## src/rtl/loader_pkg.sv

```systemverilog
// Shared types and framing constants for the boot-time image loader.
package loader_pkg;

   typedef enum logic [2:0] {HDR, DATA, CHK, RUN, ERR} loader_state_t;

   localparam int HDR_BYTES      = 4;
   localparam int BYTES_PER_WORD = 4;

endpackage

```

## src/rtl/byte_packer.sv

```systemverilog
// Little-endian byte-to-word packer; word_valid pulses the cycle after the 4th byte.
// clear drops any partial word and suppresses a pending pulse.
module byte_packer (
   input  logic        clk,
   input  logic        rst,
   input  logic        in_valid,
   input  logic [7:0]  in_byte,
   input  logic        clear,
   output logic        word_valid,
   output logic [31:0] word
);

   logic [1:0] idx;

   always_ff @(posedge clk or negedge rst) begin
      if (!rst) begin
         idx        <= 2'd0;
         word       <= 32'd0;
         word_valid <= 1'b0;
      end else if (clear) begin
         idx        <= 2'd0;
         word       <= 32'd0;
         word_valid <= 1'b0;
      end else begin
         word_valid <= in_valid && (idx == 2'd3);
         if (in_valid) begin
            word[{idx, 3'b000} +: 8] <= in_byte;
            idx                      <= idx + 2'd1;
         end
      end
   end

endmodule

```

## src/rtl/imem_loader.sv

```systemverilog
// Boot loader: header/payload/checksum byte stream -> imem word writes, core held in reset until valid.
// One write pulse the cycle after each word's 4th byte; s_ready drops only in RUN/ERR.
module imem_loader #(
   parameter logic [31:0] BASE_ADDR = 32'hBFC0_0000,
   parameter int unsigned MAX_WORDS = 1024
) (
   input  logic        clk,
   input  logic        rst,
   input  logic        s_valid,
   output logic        s_ready,
   input  logic [7:0]  s_data,
   input  logic        reload,
   output logic        mem_we,
   output logic [31:0] mem_addr,
   output logic [31:0] mem_wdata,
   output logic        cpu_rst,
   output logic        done,
   output logic        err
);
   import loader_pkg::*;

   loader_state_t state;
   logic [1:0]    byte_cnt;
   logic [31:0]   n_words;
   logic [31:0]   word_idx;
   logic [7:0]    csum;

   logic          accept, hdr_last, word_last, rearm;
   logic          pk_in_vld, pk_clear, pk_vld;
   logic [31:0]   pk_dat, hdr_count;
   logic [7:0]    chk_sum;

   assign s_ready   = (state == HDR) || (state == DATA) || (state == CHK);
   assign accept    = s_valid && s_ready;
   assign hdr_last  = accept && (state == HDR)  && (byte_cnt == 2'(HDR_BYTES - 1));
   assign word_last = accept && (state == DATA) && (byte_cnt == 2'(BYTES_PER_WORD - 1));
   assign rearm     = reload && ((state == RUN) || (state == ERR));
   // The header count is taken straight off the packer plus the in-flight top byte,
   // and the packer is cleared so the header never shows up as a memory write.
   assign hdr_count = {s_data, pk_dat[23:0]};
   assign chk_sum   = csum + s_data;
   assign pk_in_vld = accept && ((state == HDR) || (state == DATA));
   assign pk_clear  = hdr_last || rearm;

   byte_packer u_packer (
      .clk        (clk),
      .rst        (rst),
      .in_valid   (pk_in_vld),
      .in_byte    (s_data),
      .clear      (pk_clear),
      .word_valid (pk_vld),
      .word       (pk_dat)
   );

   assign mem_we    = pk_vld;
   assign mem_wdata = pk_dat;

   always_ff @(posedge clk or negedge rst) begin
      if (!rst) begin
         state    <= HDR;
         cpu_rst  <= 1'b1;
         done     <= 1'b0;
         err      <= 1'b0;
         byte_cnt <= 2'd0;
         n_words  <= 32'd0;
         word_idx <= 32'd0;
         csum     <= 8'd0;
         mem_addr <= BASE_ADDR;
      end else begin
         if (pk_in_vld) byte_cnt <= byte_cnt + 2'd1;
         // Address advances after each pulse, so the last word's pulse in CHK still lands correctly.
         if (mem_we) mem_addr <= mem_addr + 32'd4;
         case (state)
            HDR: begin
               if (hdr_last) begin
                  n_words  <= hdr_count;
                  word_idx <= 32'd0;
                  csum     <= 8'd0;
                  mem_addr <= BASE_ADDR;
                  if ((hdr_count == 32'd0) || (hdr_count > MAX_WORDS)) begin
                     state <= ERR;
                     err   <= 1'b1;
                  end else begin
                     state <= DATA;
                  end
               end
            end
            DATA: begin
               if (accept) begin
                  csum <= chk_sum;
                  if (word_last) begin
                     word_idx <= word_idx + 32'd1;
                     if (word_idx == n_words - 32'd1) state <= CHK;
                  end
               end
            end
            CHK: begin
               if (accept) begin
                  if (chk_sum == 8'd0) begin
                     state   <= RUN;
                     cpu_rst <= 1'b0;
                     done    <= 1'b1;
                  end else begin
                     state <= ERR;
                     err   <= 1'b1;
                  end
               end
            end
            RUN, ERR: begin
               if (reload) begin
                  state    <= HDR;
                  cpu_rst  <= 1'b1;
                  done     <= 1'b0;
                  err      <= 1'b0;
                  byte_cnt <= 2'd0;
                  n_words  <= 32'd0;
                  word_idx <= 32'd0;
                  csum     <= 8'd0;
                  mem_addr <= BASE_ADDR;
               end
            end
            default: state <= HDR;
         endcase
      end
   end

endmodule

```

## config.mk

```make
export PLATFORM = sky130hd
export DESIGN_NAME = imem_loader
export DESIGN_NICKNAME = d
export VERILOG_FILES = /design/src/rtl/loader_pkg.sv /design/src/rtl/byte_packer.sv /design/src/rtl/imem_loader.sv
export SDC_FILE = /design/constraint.sdc
export NUM_CORES = 1
export LEC_CHECK = 0
export ABC_CLOCK_PERIOD_IN_PS = 3300
export CORE_ASPECT_RATIO = 1.25
export CORE_MARGIN = 2
export CORE_UTILIZATION = 64
export CTS_BUF_LIST = sky130_fd_sc_hd__clkbuf_16
export DETAILED_ROUTE_END_ITERATION = 10
export DONT_BUFFER_PORTS = 1
export PLACE_DENSITY = 0.8
export SLEW_MARGIN = 10
export SYNTH_ARGS = -nofsm -noshare
export SYNTH_HDL_FRONTEND = slang
export SYNTH_SLANG_ARGS = --single-unit
export TNS_END_PERCENT = 20
```

## constraint.sdc

```tcl
create_clock -name clk -period 3.3 [get_ports clk]
set_clock_uncertainty 0.15 [all_clocks]
set_input_delay 0.165 -clock clk [delete_from_list [all_inputs] [get_ports clk]]
set_output_delay 0.165 -clock clk [all_outputs]
set_load 0.05 [all_outputs]
```

# Word-level counts from Yosys, hierarchy flattened
# Cells that the tools add are included.
# op_classes
addsub	7
order_cmp	1
n_shift	2
muxes	46
n_reduce_logical	28
eq_ne	16
# op_table
op	n
$mux 32	10
$pmux 32 s2	2
$pmux 32 s3	1
$add 32x1->32 const B	1
$add 32x3->32 const B	1
$bwmux 32	1
$eq 32x32->1	1
$gt 32x11->1 const B	1
$logic_not 32->1	1
$shift 8x7->32 const A	1
$shiftx 8x7->32	1
$sub 32x1->32 const B	1
$mux 3	8
$mux 8	3
$pmux 8 s3	1
$ne 2x2->1 const B	6
$pmux 3 s4	1
$reduce_and 6->1	2
$mux 1	11
$mux 2	5
$add 8x8->8	1
$logic_and 1x1->1	8
$logic_not 8->1	1
$reduce_and 4->1	2
other kinds (16)	29
# word_totals
input_bits	12
out_inout_bits	69
wordCells	112
ff_bits	147

# Depth between registers and ports, before layout
# Gate-level depths: netlist of run 1.
# depth
word_depth	9
mapped_depth	11
mapped_depth_nobuf	11

# By module
# A second synthesis of run 1 with hierarchy kept.
# unflattened
cells_unflattened	863
area_unflattened_um2	8331.7
# modules_own_cells
module	cells_each	n_inst	seq_area_each_um2	area_per_inst_um2
imem_loader	736	1	2765.2	6723.9
byte_packer	127	1	875.8	1607.8

# Least setup slack after synthesis of run 1
# No wires, ideal clock.
# synth_timing
path_type	reg2reg
startpoint	register u_packer.word_valid
endpoint	register mem_addr[31]
setup_ps	94
arrival_time_ps	2361
required_ps	3056
period_less_slack_ps	2606
slack_ps	694
path_stages_with_launch	11
path_buffers	2
cell_sequence	dfrtp_1 clkbuf_1 nand3_1 or2_2 nor2_1 and4_1 and3_1 clkbuf_1 nand4_1 xor2_1 nand2_1
# synth_via
elab_chain_len	3
word_cells_on_any_way	4
cone_classes	mux: 4
# synth_rtl
item	line	source
start: declaration	byte_packer.sv:9	output logic word_valid,
start signal: assignment	byte_packer.sv:25	word_valid <= in_valid && (idx == 2'd3);
$mux 32 *	imem_loader.sv:72	if (mem_we) mem_addr <= mem_addr + 32'd4;
$mux 32 (on tied branches)	imem_loader.sv:110, imem_loader.sv:75	
$pmux 32 s2 *	imem_loader.sv:73	case (state)
end signal: assignment	imem_loader.sv:72	
end: declaration	imem_loader.sv:14	output logic [31:0] mem_addr,
# Mark *: on every way between the ends. The rest lies on a longest branch, timed or not.
# A chain may end at the register's enable or synchronous reset.

# Worst setup path after layout of run 1
# layout_timing
startpoint	input port s_data[0]
endpoint	register state[2]
# layout_via
elab_chain_len	5
word_cells_on_any_way	10
cone_classes	add/sub: 1; order compare: 1; mux: 5; reduce/logical: 3
# layout_rtl
item	line	source
start: declaration	imem_loader.sv:11	input logic [7:0] s_data,
$gt 32x11->1 (tied with other cells)	imem_loader.sv:80	if ((hdr_count == 32'd0) || (hdr_count > MAX_WORDS)) begin
$logic_or 1x1->1 / $logic_not 8->1 (equally long branches)	imem_loader.sv:80, imem_loader.sv:99	
$mux 3 (on tied branches)	imem_loader.sv:80, imem_loader.sv:99	
$mux 3 (on tied branches)	imem_loader.sv:75, imem_loader.sv:98	
$pmux 3 s4 *	imem_loader.sv:73	
end signal: assignment	imem_loader.sv:81	state <= ERR;
end signal: assignment	imem_loader.sv:84	state <= DATA;
end signal: assignment	imem_loader.sv:93	if (word_idx == n_words - 32'd1) state <= CHK;
end: declaration	imem_loader.sv:22	loader_state_t state;
# Mark *: on every way between the ends. The rest lies on a longest branch, timed or not. The select of a mux whose other input is x is not followed.

==> results of run 1 <==
cell families after synthesis:
logic type	count (synthesis)	share of synthesized area (%)
AOI/OAI and AO/OA	130	10.7
and+or+nand+nor	452	28.1
xor gates and xnor gates	91	9.73
muxes	9	1.15
DFF	145	44.4
buffers and inverters	59	3.01
other	1	0.0458
adders and majority gates	18	2.84
path summary, 6_finish.rpt:
check,endpoint,slack [ns],startpoint,cells after the start
max in group asynchronous,mem_addr[28]$_DFF_PN1_,3.44,rst,0
worst max register to register,state[0]$_DFFE_PN0P_,0.23,n_words[0]$_DFFE_PN0P_,10
worst min register to register,csum[5]$_DFFE_PN0P_,0.35,csum[5]$_DFFE_PN0P_,2
worst max-delay path,state[2]$_DFFE_PN0P_,0.08,s_data[0],12
min in group clk,word_idx[0]$_DFFE_PN0P_,0.03,s_valid,3
worst min-delay path,word_idx[7]$_DFFE_PN0P_,-0.72,rst,0
cell type report:
class / instances / area [um2]
Multi-Input combinational cell: 702 / 4320
Sequential cell: 145 / 3640
Fill cell: 921 / 3400
Clock buffer: 17 / 425
Timing Repair Buffer: 45 / 378
Tap cell: 168 / 210
Clock inverter: 15 / 168
Inverter: 16 / 60.1
per-stage QoR:
step | total power, mW | area, um2 | setup slack [ns] | util, % | hold slack, ns
after global placement | 4.16 | 8450 | 0.398 | 67.0 | -0.276
after global routing | 6.57 | 9200 | 0.0267 | 73.0 | -0.732
after CTS | 6.25 | 9200 | 0.0654 | 73.0 | -0.724
after floorplan | 3.73 | 8200 | 0.694 | - | -0.281
after detailed placement | 4.22 | 8450 | 0.319 | 67.0 | -0.276
final | 6.30 | 9200 | 0.0849 | 73.0 | -0.721
cell usage after synthesis, types with 5 or more instances:
| master | number | area (um2) |
|---|---|---|
| or4_1 | 5 | 37.5 |
| nand3b_1 | 7 | 52.6 |
| a211oi_1 | 6 | 45.0 |
| nand3_1 | 67 | 335 |
| nand4_1 | 20 | 125 |
| and3_1 | 23 | 144 |
| nand4b_1 | 5 | 43.8 |
| a22oi_1 | 32 | 240 |
| nand2b_1 | 5 | 31.3 |
| inv_1 | 16 | 60.1 |
| nor3b_1 | 6 | 45.0 |
| xnor2_1 | 38 | 333 |
| nor3_1 | 18 | 90.1 |
| ha_1 | 17 | 213 |
| xor2_1 | 53 | 464 |
| nand2_1 | 106 | 398 |
| dfrtp_1 | 135 | 3380 |
| mux2i_1 | 6 | 60.1 |
| a21oi_1 | 21 | 105 |
| nor4_1 | 14 | 87.6 |
| dfstp_2 | 10 | 263 |
| o21ai_0 | 32 | 160 |
| clkbuf_1 | 31 | 116 |
| or3_1 | 8 | 50.1 |
| and4_1 | 10 | 87.6 |
| nor2_1 | 127 | 477 |
report_power, final:
group	leakage [nW]	switching (mW)	total, mW	internal (mW)
Clock	0.294	0.781	1.96	1.18
Sequential	1.98	0.401	2.34	1.94
Combinational	2.00	1.25	2.00	0.751
metal layers:
layer  routed length (um)  global-route usage [%]  share of wire, %  vias up
li1                     -                       -                 -     3258
met1                 8550                    39.6                38     3571
met2                11400                    58.0                50      353
met3                 1680                    7.94               7.4      100
met4                 1140                    18.8               5.0        0
met5                    0                       0                 0        -
cell usage in the layout, fill, tap and decap left out, types with 5 or more instances in the layout:
cell and n:
and3_1 23, nor3b_1 6, mux2i_1 6, or3_1 8, dfrtp_1 135, nand4_1 20, nor2_1 127, nand4b_1 5
dfstp_2 10, nor3_1 18, nand2_1 105, a22oi_1 32, buf_4 29, or4_1 5, nand2b_1 5, nand3_1 67
nand3b_1 7, nor4_1 14, ha_1 17, xnor2_1 38, clkbuf_16 17, and4_1 10, o21ai_0 31, dlygate4sd3_1 16
a21oi_1 21, a211oi_1 6, inv_1 17, xor2_1 53
sequential cells by signal, indices dropped and copies added, names as in the netlist:
register             flops
done                     1
u_packer.word           32
n_words                 32
mem_addr                30
word_idx                32
err                      1
state                    3
u_packer.idx             2
csum                     8
u_packer.word_valid      1
byte_cnt                 2
cpu_rst                  1
worst max-delay path, cell delays in order:
cell and delay, ns:
dlygate4sd3_1 0.78, ha_1 0.27, inv_1 0.06, fa_1 0.39, nand2b_1 0.18, a21oi_1 0.18, xor2_1 0.21, nor3_1 0.10
a41oi_1 0.40, a21boi_2 0.29, o21ai_0 0.13, a211oi_1 0.25
timing repair:
item,4_1_cts,5_1_grt
endpoints found under the setup margin,0,1
endpoints found under the hold margin,191,145
resized for setup,0,2
==> results.cfg, run 1 <==
[worst_setup_path]
start_kind = input port
path_class = in2reg
path_max_fanout = 6
crit_required_ns = 3.49
cp.arrival_ns = 3.41
end_kind = flop

[worst_hold_path]
hp-class = in2async

[power_and_ir_drop]
power.leakage_nw = 4.27
power_density_nw_per_um2 = 685
ir_drop_uv = 483

[logic_synthesis]
seq_area_frac_synth_pct = 44.4
synthCells = 905
ys_warn_count = 0
synth_edf_count = 0
avgSynthCellArea_um2 = 9.06
yosys_most_used_dff = dfrtp_1
yosysUniqueCellTypes = 75
syn-cell-area_um2 = 8200
async_reset_ff_share_pct = 100
synth-seq-cells = 145

[die]
die_x_um = 105
chipHeight_um = 131
pin_count = 81
rows = 46
initial_utilization_pct = 65.0
die-area_um2 = 13700
coreArea_um2 = 12600

[timing]
max_freq_mhz = 311
whs_ns = -0.721
rsz0062_at_grt = no
fin_setup_tns_ns = 0
final_hold_viol_count = 145
setup_viol = 0
relSlewSlack_pct = 28.1
tightest_slew_ns = 1.08
period_share_pct = 97.4
layout_min_cycle_time_ns = 3.22
slew_viol_final = 0

[clock_network]
clkLatencyLatePin_ns = 0.43
post_cts_buffers = 0
cts_tree = done
cts-htree-levels = 4
cts_inserted_buffers = 17
path_clk_slew_ns = 0.06
ctsRootBufferMaster = clkbuf_16
cts_hold_buf = 16
clockBufferDepth = 2
clock_sinks = 145

[placed_design]
dpl.hpwl_um = 15600
io_buffers = 0
place_congestion = 0.967
place_inst = 1060

[final_layout]
syn_to_final_growth_pct = 12.3
fin_cells = 1108
nets = 957
drive_above_1_share_pct = 9.79
diodes = 0

[global_routing]
antenna_found_initial = 0
overflow = 0
grt_pass1_vias = 7109
grt_max_degree = 146
grt_first_pass_wirelength_um = 36200
grt_use_total_pct = 33.9

[route]
drt-total-wl_um = 22800
vias = 7282
wire_per_inst_um = 20.5
drtPass1Iterations = 6
viasPerCell = 6.57
first_iter_violations = 723
drtAntennaViolNets = 0
drc_errors = 0

[outcome]
status = finished, violations left
violations = hold timing

[flow_run]
drv_cap = 0
Power figures use the tool's default switching activity.
==> inputs of run 2 (changes only) <==
- CELL_PAD_IN_SITES_DETAIL_PLACEMENT: default -> 0
- CELL_PAD_IN_SITES_GLOBAL_PLACEMENT: default -> 1
- CORE_UTILIZATION: 64 -> 49
- PLACE_DENSITY: 0.8 -> default
- PLACE_DENSITY_LB_ADDON: default -> 0.1
==> run 2 against run 1 <==
  * The flow still finishes with violations (hold timing)
  * Hold slack worse by 0.0045 ns
  * Wire length up 2.0%
  * Cell area up 0.48%
  * Non-clock buffer count up 2
  * Sequential cell count unchanged
  * Clock-buffer cell count unchanged
  * Critical path type unchanged
  * Critical endpoint unchanged
==> results.cfg, run 2 (synthesized netlist as in run 1, its figures left out) <==
[worst_setup_path]
cp.arrival_ns = 3.36
path_cells = dlygate4sd3_1 > inv_1 > fa_1 > nand2b_1 > a21oi_1 > xor2_1 > nor3_1 > a41oi_1 > a21boi_0 > o21ai_0 > a211oi_1
slowest_stage = dlygate4sd3_1
crit_required_ns = 3.49
crit_buf_inv = 2
path_max_fanout = 5
path_class = in2reg
cp_slowest_stage_delay_ns = 0.76
end_kind = flop
start_kind = input port
crit_family = compound AO/OA/AOI/OAI gates

[placed_design]
dpl_cell_area_um2 = 8570
dpl.hpwl_um = 16500
dp_slack_ns = 0.346
place_congestion = 0.856
place_inst = 1116
io_buffers = 0

[route]
met3_wirelength_um = 1160
drc_errors = 0
m1WireLength_um = 9590
viasPerCell = 5.97
routed.top_layer = met4
vias = 6914
wl_met2_um = 11600
drt-total-wl_um = 23200
drtPass1Iterations = 5
first_iter_violations = 445
drtAntennaViolNets = 0
wire_per_inst_um = 20.0

[power_and_ir_drop]
ir_drop_uv = 442
power.leakage_nw = 4.27
clock_power_share_pct = 30.7
swShare_pct = 39.9
pwr-share-seq_pct = 38.0
p_switching_mw = 2.47
p_comb_share_pct = 31.4
power_density_nw_per_um2 = 670
intPower_mw = 3.73

[outcome]
status = finished, violations left
violations = hold timing

[timing]
setup_viol = 0
tightest_slew_ns = 1.04
rsz0062_at_grt = no
whs_ns = -0.725
final_hold_viol_count = 145
worst_slack_ns = 0.134
period_share_pct = 95.9
relSlewSlack_pct = 30.9
layout_min_cycle_time_ns = 3.17
max_freq_mhz = 316
slew_viol_final = 0
fin_setup_tns_ns = 0

[final_layout]
reg.largest.list = n_words: 32 flops, u_packer.word: 32 flops, word_idx: 32 flops
diodes = 0
nets = 959
drive_above_1_share_pct = 10.8
final_cell_mix = dfrtp_1 (135), nor2_1 (127), nand2_1 (105)
fin_cells = 1158
final_util_pct = 56.9
syn_to_final_growth_pct = 12.8
finalInstanceArea_um2 = 9250
nFillCells = 1511
final_common_cell = dfrtp_1

[clock_network]
cts_tree = done
post_cts_buffers = 0
clock_sinks = 145
path_clk_slew_ns = 0.06
cts_hold_buf = 10
cts-htree-levels = 4
clockBufferDepth = 2
clkLatencyLatePin_ns = 0.43
cts_inserted_buffers = 17
ctsRootBufferMaster = clkbuf_16

[global_routing]
overflow = 0
antenna_found_initial = 0
grt_first_pass_wirelength_um = 38000
grt_pass1_vias = 6963
grt_use_total_pct = 27.3
grt_max_degree = 146

[die]
rows = 52
coreArea_um2 = 16300
die-area_um2 = 17800
die_x_um = 120
pin_count = 81
initial_utilization_pct = 50.4
chipHeight_um = 149

[flow_run]
drv_cap = 0

[worst_hold_path]
hp-class = in2async
==> run 2: timing repair <==
| action | 4_1_cts | 5_1_grt |
|---|---|---|
| hold endpoints to repair | 190 | 145 |
| gates resized for setup | 0 | 1 |
| endpoints found under the setup margin | 0 | 1 |
==> run 2: path summary, 6_finish.rpt <==
kind / slack [ns] / to / startpoint / depth (start not counted)
setup / recovery: 0.13 / state[2]$_DFFE_PN0P_ / s_data[1] / 11
hold / removal: -0.73 / word_idx[28]$_DFFE_PN0P_ / rst / 0
setup reg to reg: 0.25 / state[2]$_DFFE_PN0P_ / csum[0]$_DFFE_PN0P_ / 11
hold reg to reg: 0.35 / csum[2]$_DFFE_PN0P_ / csum[2]$_DFFE_PN0P_ / 2
max in group asynchronous: 3.42 / mem_addr[28]$_DFF_PN1_ / rst / 0
min in group clk: 0.04 / state[0]$_DFFE_PN0P_ / s_valid / 5
==> run 2: area by class of cell <==
class	instances	area, um2	share of cell area, %
tap	216	270	2.92
sequential	145	3640	39.4
inverter	16	60.1	0.649
timing repair buffer	47	380	4.11
multi-input combinational	702	4320	46.7
clock buffer	17	425	4.60
clock inverter	15	153	1.65
==> run 2: layer usage <==
layer / up-vias / global-route usage, %
met5: - / 0
met4: 0 / 11.7
met3: 58 / 6.40
met2: 177 / 46.5
met1: 3420 / 33.2
li1: 3259 / -
==> run 2: through the flow <==
step / power [mW] / hold WS [ns]
after floorplan: 3.73 / -0.281
after detailed placement: 4.29 / -0.276
after CTS: 6.22 / -0.735
final: 6.20 / -0.725
after global routing: 6.53 / -0.739
after global placement: 4.24 / -0.276
==> run 2: power by group through the flow <==
stage / clock network, mW / logic, mW / registers, mW
final: 1.90 / 1.94 / 2.35
after global routing: 2.01 / 2.14 / 2.38
after CTS: 1.94 / 1.94 / 2.35
after detailed placement: 0 / 1.90 / 2.38
after global placement: 0 / 1.87 / 2.37
after floorplan: 0 / 1.39 / 2.35
==> inputs of run 3 (changes only) <==
- ABC_CLOCK_PERIOD_IN_PS: 3300 -> 3550
- RECOVER_POWER: default -> 100
- clock period: 3.3 -> 3.55 ns (I/O delays scaled with it)
==> run 3 against run 2 <==
  * The flow still finishes with violations (hold timing)
  * Critical path type unchanged
  * Utilization decreased by 1.1 points
  * Sequential power decreased by 6%
  * Global-route usage increased by 0.13 points
  * Clock power decreased by 6%
  * Via count decreased by 0.61%
  * Combinational power decreased by 12%
  * Register-to-register slack improved by 0.02 ns
  * Die area unchanged
==> results.cfg, run 3 (synthesized netlist as in run 1, its figures left out) <==
[placed_design]
place_congestion = 0.902
io_buffers = 0
dpl.hpwl_um = 16200

[power_and_ir_drop]
power_density_nw_per_um2 = 629
finalPower_mw = 5.70
ir_drop_uv = 356
power.leakage_nw = 4.11

[worst_setup_path]
cp_slowest_stage_delay_ns = 0.81
path_cells = dlygate4sd3_1 > ha_1 > inv_1 > fa_1 > nand2b_1 > a21oi_1 > xor2_1 > nor3_1 > a41oi_1 > a21boi_0 > o21ai_0 > a211oi_1
crit_family = compound AO/OA/AOI/OAI gates
end_kind = flop
crit_required_ns = 3.74
path_max_fanout = 6
path_class = in2reg
slowest_stage = dlygate4sd3_1
crit_buf_inv = 2
cp.arrival_ns = 3.55
start_kind = input port

[timing]
whs_ns = -0.701
max_freq_mhz = 297
period_share_pct = 94.8
tightest_slew_ns = 1.48
layout_min_cycle_time_ns = 3.37
fin_setup_tns_ns = 0
rsz0062_at_grt = no
setup_viol = 0
slew_viol_final = 0
relSlewSlack_pct = 1.51
final_hold_viol_count = 146

[clock_network]
ctsResizeCount = 0
ctsRootBufferMaster = clkbuf_16
path_clk_slew_ns = 0.07
cts_tree = done
clockBufferDepth = 2
clock_sinks = 145
cts_hold_buf = 10
cts_inserted_buffers = 17
post_cts_buffers = 0
cts-htree-levels = 4
clkLatencyLatePin_ns = 0.43

[final_layout]
diodes = 0
syn_to_final_growth_pct = 10.6
nets = 940
final_cell_mix = dfrtp_1 (135), nor2_1 (127), nand2_1 (105)
reg.largest.list = n_words: 32 flops, u_packer.word: 32 flops, word_idx: 32 flops
drive_above_1_share_pct = 6.50
nFillCells = 1521
seq_area_um2 = 3640
multiInputGateArea_um2 = 4310
final_common_cell = dfrtp_1

[route]
drc_errors = 0
drtAntennaViolNets = 0
viasPerCell = 6.03
drt-total-wl_um = 23200
wire_per_inst_um = 20.4
vias = 6872
drtPass1Iterations = 5
first_iter_violations = 516

[worst_hold_path]
hp-class = in2async

[die]
chipHeight_um = 149
coreArea_um2 = 16300
pin_count = 81
die-area_um2 = 17800
rows = 52
die_x_um = 120
initial_utilization_pct = 50.4

[outcome]
violations = hold timing
status = finished, violations left

[global_routing]
overflow = 0
antenna_found_initial = 0
grt_first_pass_wirelength_um = 37900
grt_max_degree = 146
grt_use_total_pct = 27.4
grt_pass1_vias = 6932

[flow_run]
drv_cap = 0
[run 3: changes by cell type in the layout (fill, tap and decap cells not counted), moves of 2 or more]
cell and change:
buf_4 -29, dfstp_1 +10, clkinvlp_4 -2, inv_8 -3
inv_6 +2, clkinv_1 +2, clkbuf_1 +10, dfstp_2 -10
[run 3: routing by layer]
metal	wire (um)	up-vias	part of all wire, %	GRT usage [%]
met5	0	-	0	0
met4	857	0	3.7	12.0
met3	1270	57	5.5	6.37
met2	11500	201	50	46.4
met1	9560	3397	41	33.6
li1	-	3217	-	-
[run 3: power by group]
group | internal [mW] | switching, mW | total, mW
logic | 0.631 | 1.07 | 1.71
registers | 1.80 | 0.418 | 2.22
clock network | 1.04 | 0.736 | 1.78
[run 3: per-stage QoR]
step / util, % / hold slack (ns) / worst slack [ns] / cells / area, um2
2_1_floorplan: - / -0.268 / 0.944 / 906 / 8200
3_3_place_gp: 51.8 / -0.264 / 0.463 / 1097 / 8420
3_5_place_dp: 51.8 / -0.264 / 0.353 / 1097 / 8420
4_1_cts: 56.0 / -0.717 / 0.313 / 1139 / 9100
5_1_grt: 55.7 / -0.722 / 0.104 / 1139 / 9060
6_report: 55.7 / -0.701 / 0.184 / 1139 / 9060
[run 3: worst paths after layout]
| check | depth (start not counted) | slack (ns) | from | to |
|---|---|---|---|---|
| worst max-delay path | 12 | 0.18 | s_data[0] | state[2]$_DFFE_PN0P_ |
| worst min-delay path | 0 | -0.70 | rst | word_idx[25]$_DFFE_PN0P_ |
| worst max register to register | 10 | 0.27 | n_words[0]$_DFFE_PN0P_ | state[0]$_DFFE_PN0P_ |
| worst min register to register | 2 | 0.35 | csum[5]$_DFFE_PN0P_ | csum[5]$_DFFE_PN0P_ |
| max in group asynchronous | 0 | 3.57 | rst | cpu_rst$_DFFE_PN1P_ |
| min in group clk | 3 | 0 | s_data[7] | csum[7]$_DFFE_PN0P_ |
[run 3: layout make-up]
cell class | count | area share (%)
well taps | 216 | 2.98
repair buffers | 28 | 2.18
clock buffers | 17 | 4.69
clock inverters | 15 | 1.71
inverters | 16 | 0.663
flip-flops and latches | 145 | 40.2
multi-input cells | 702 | 47.6
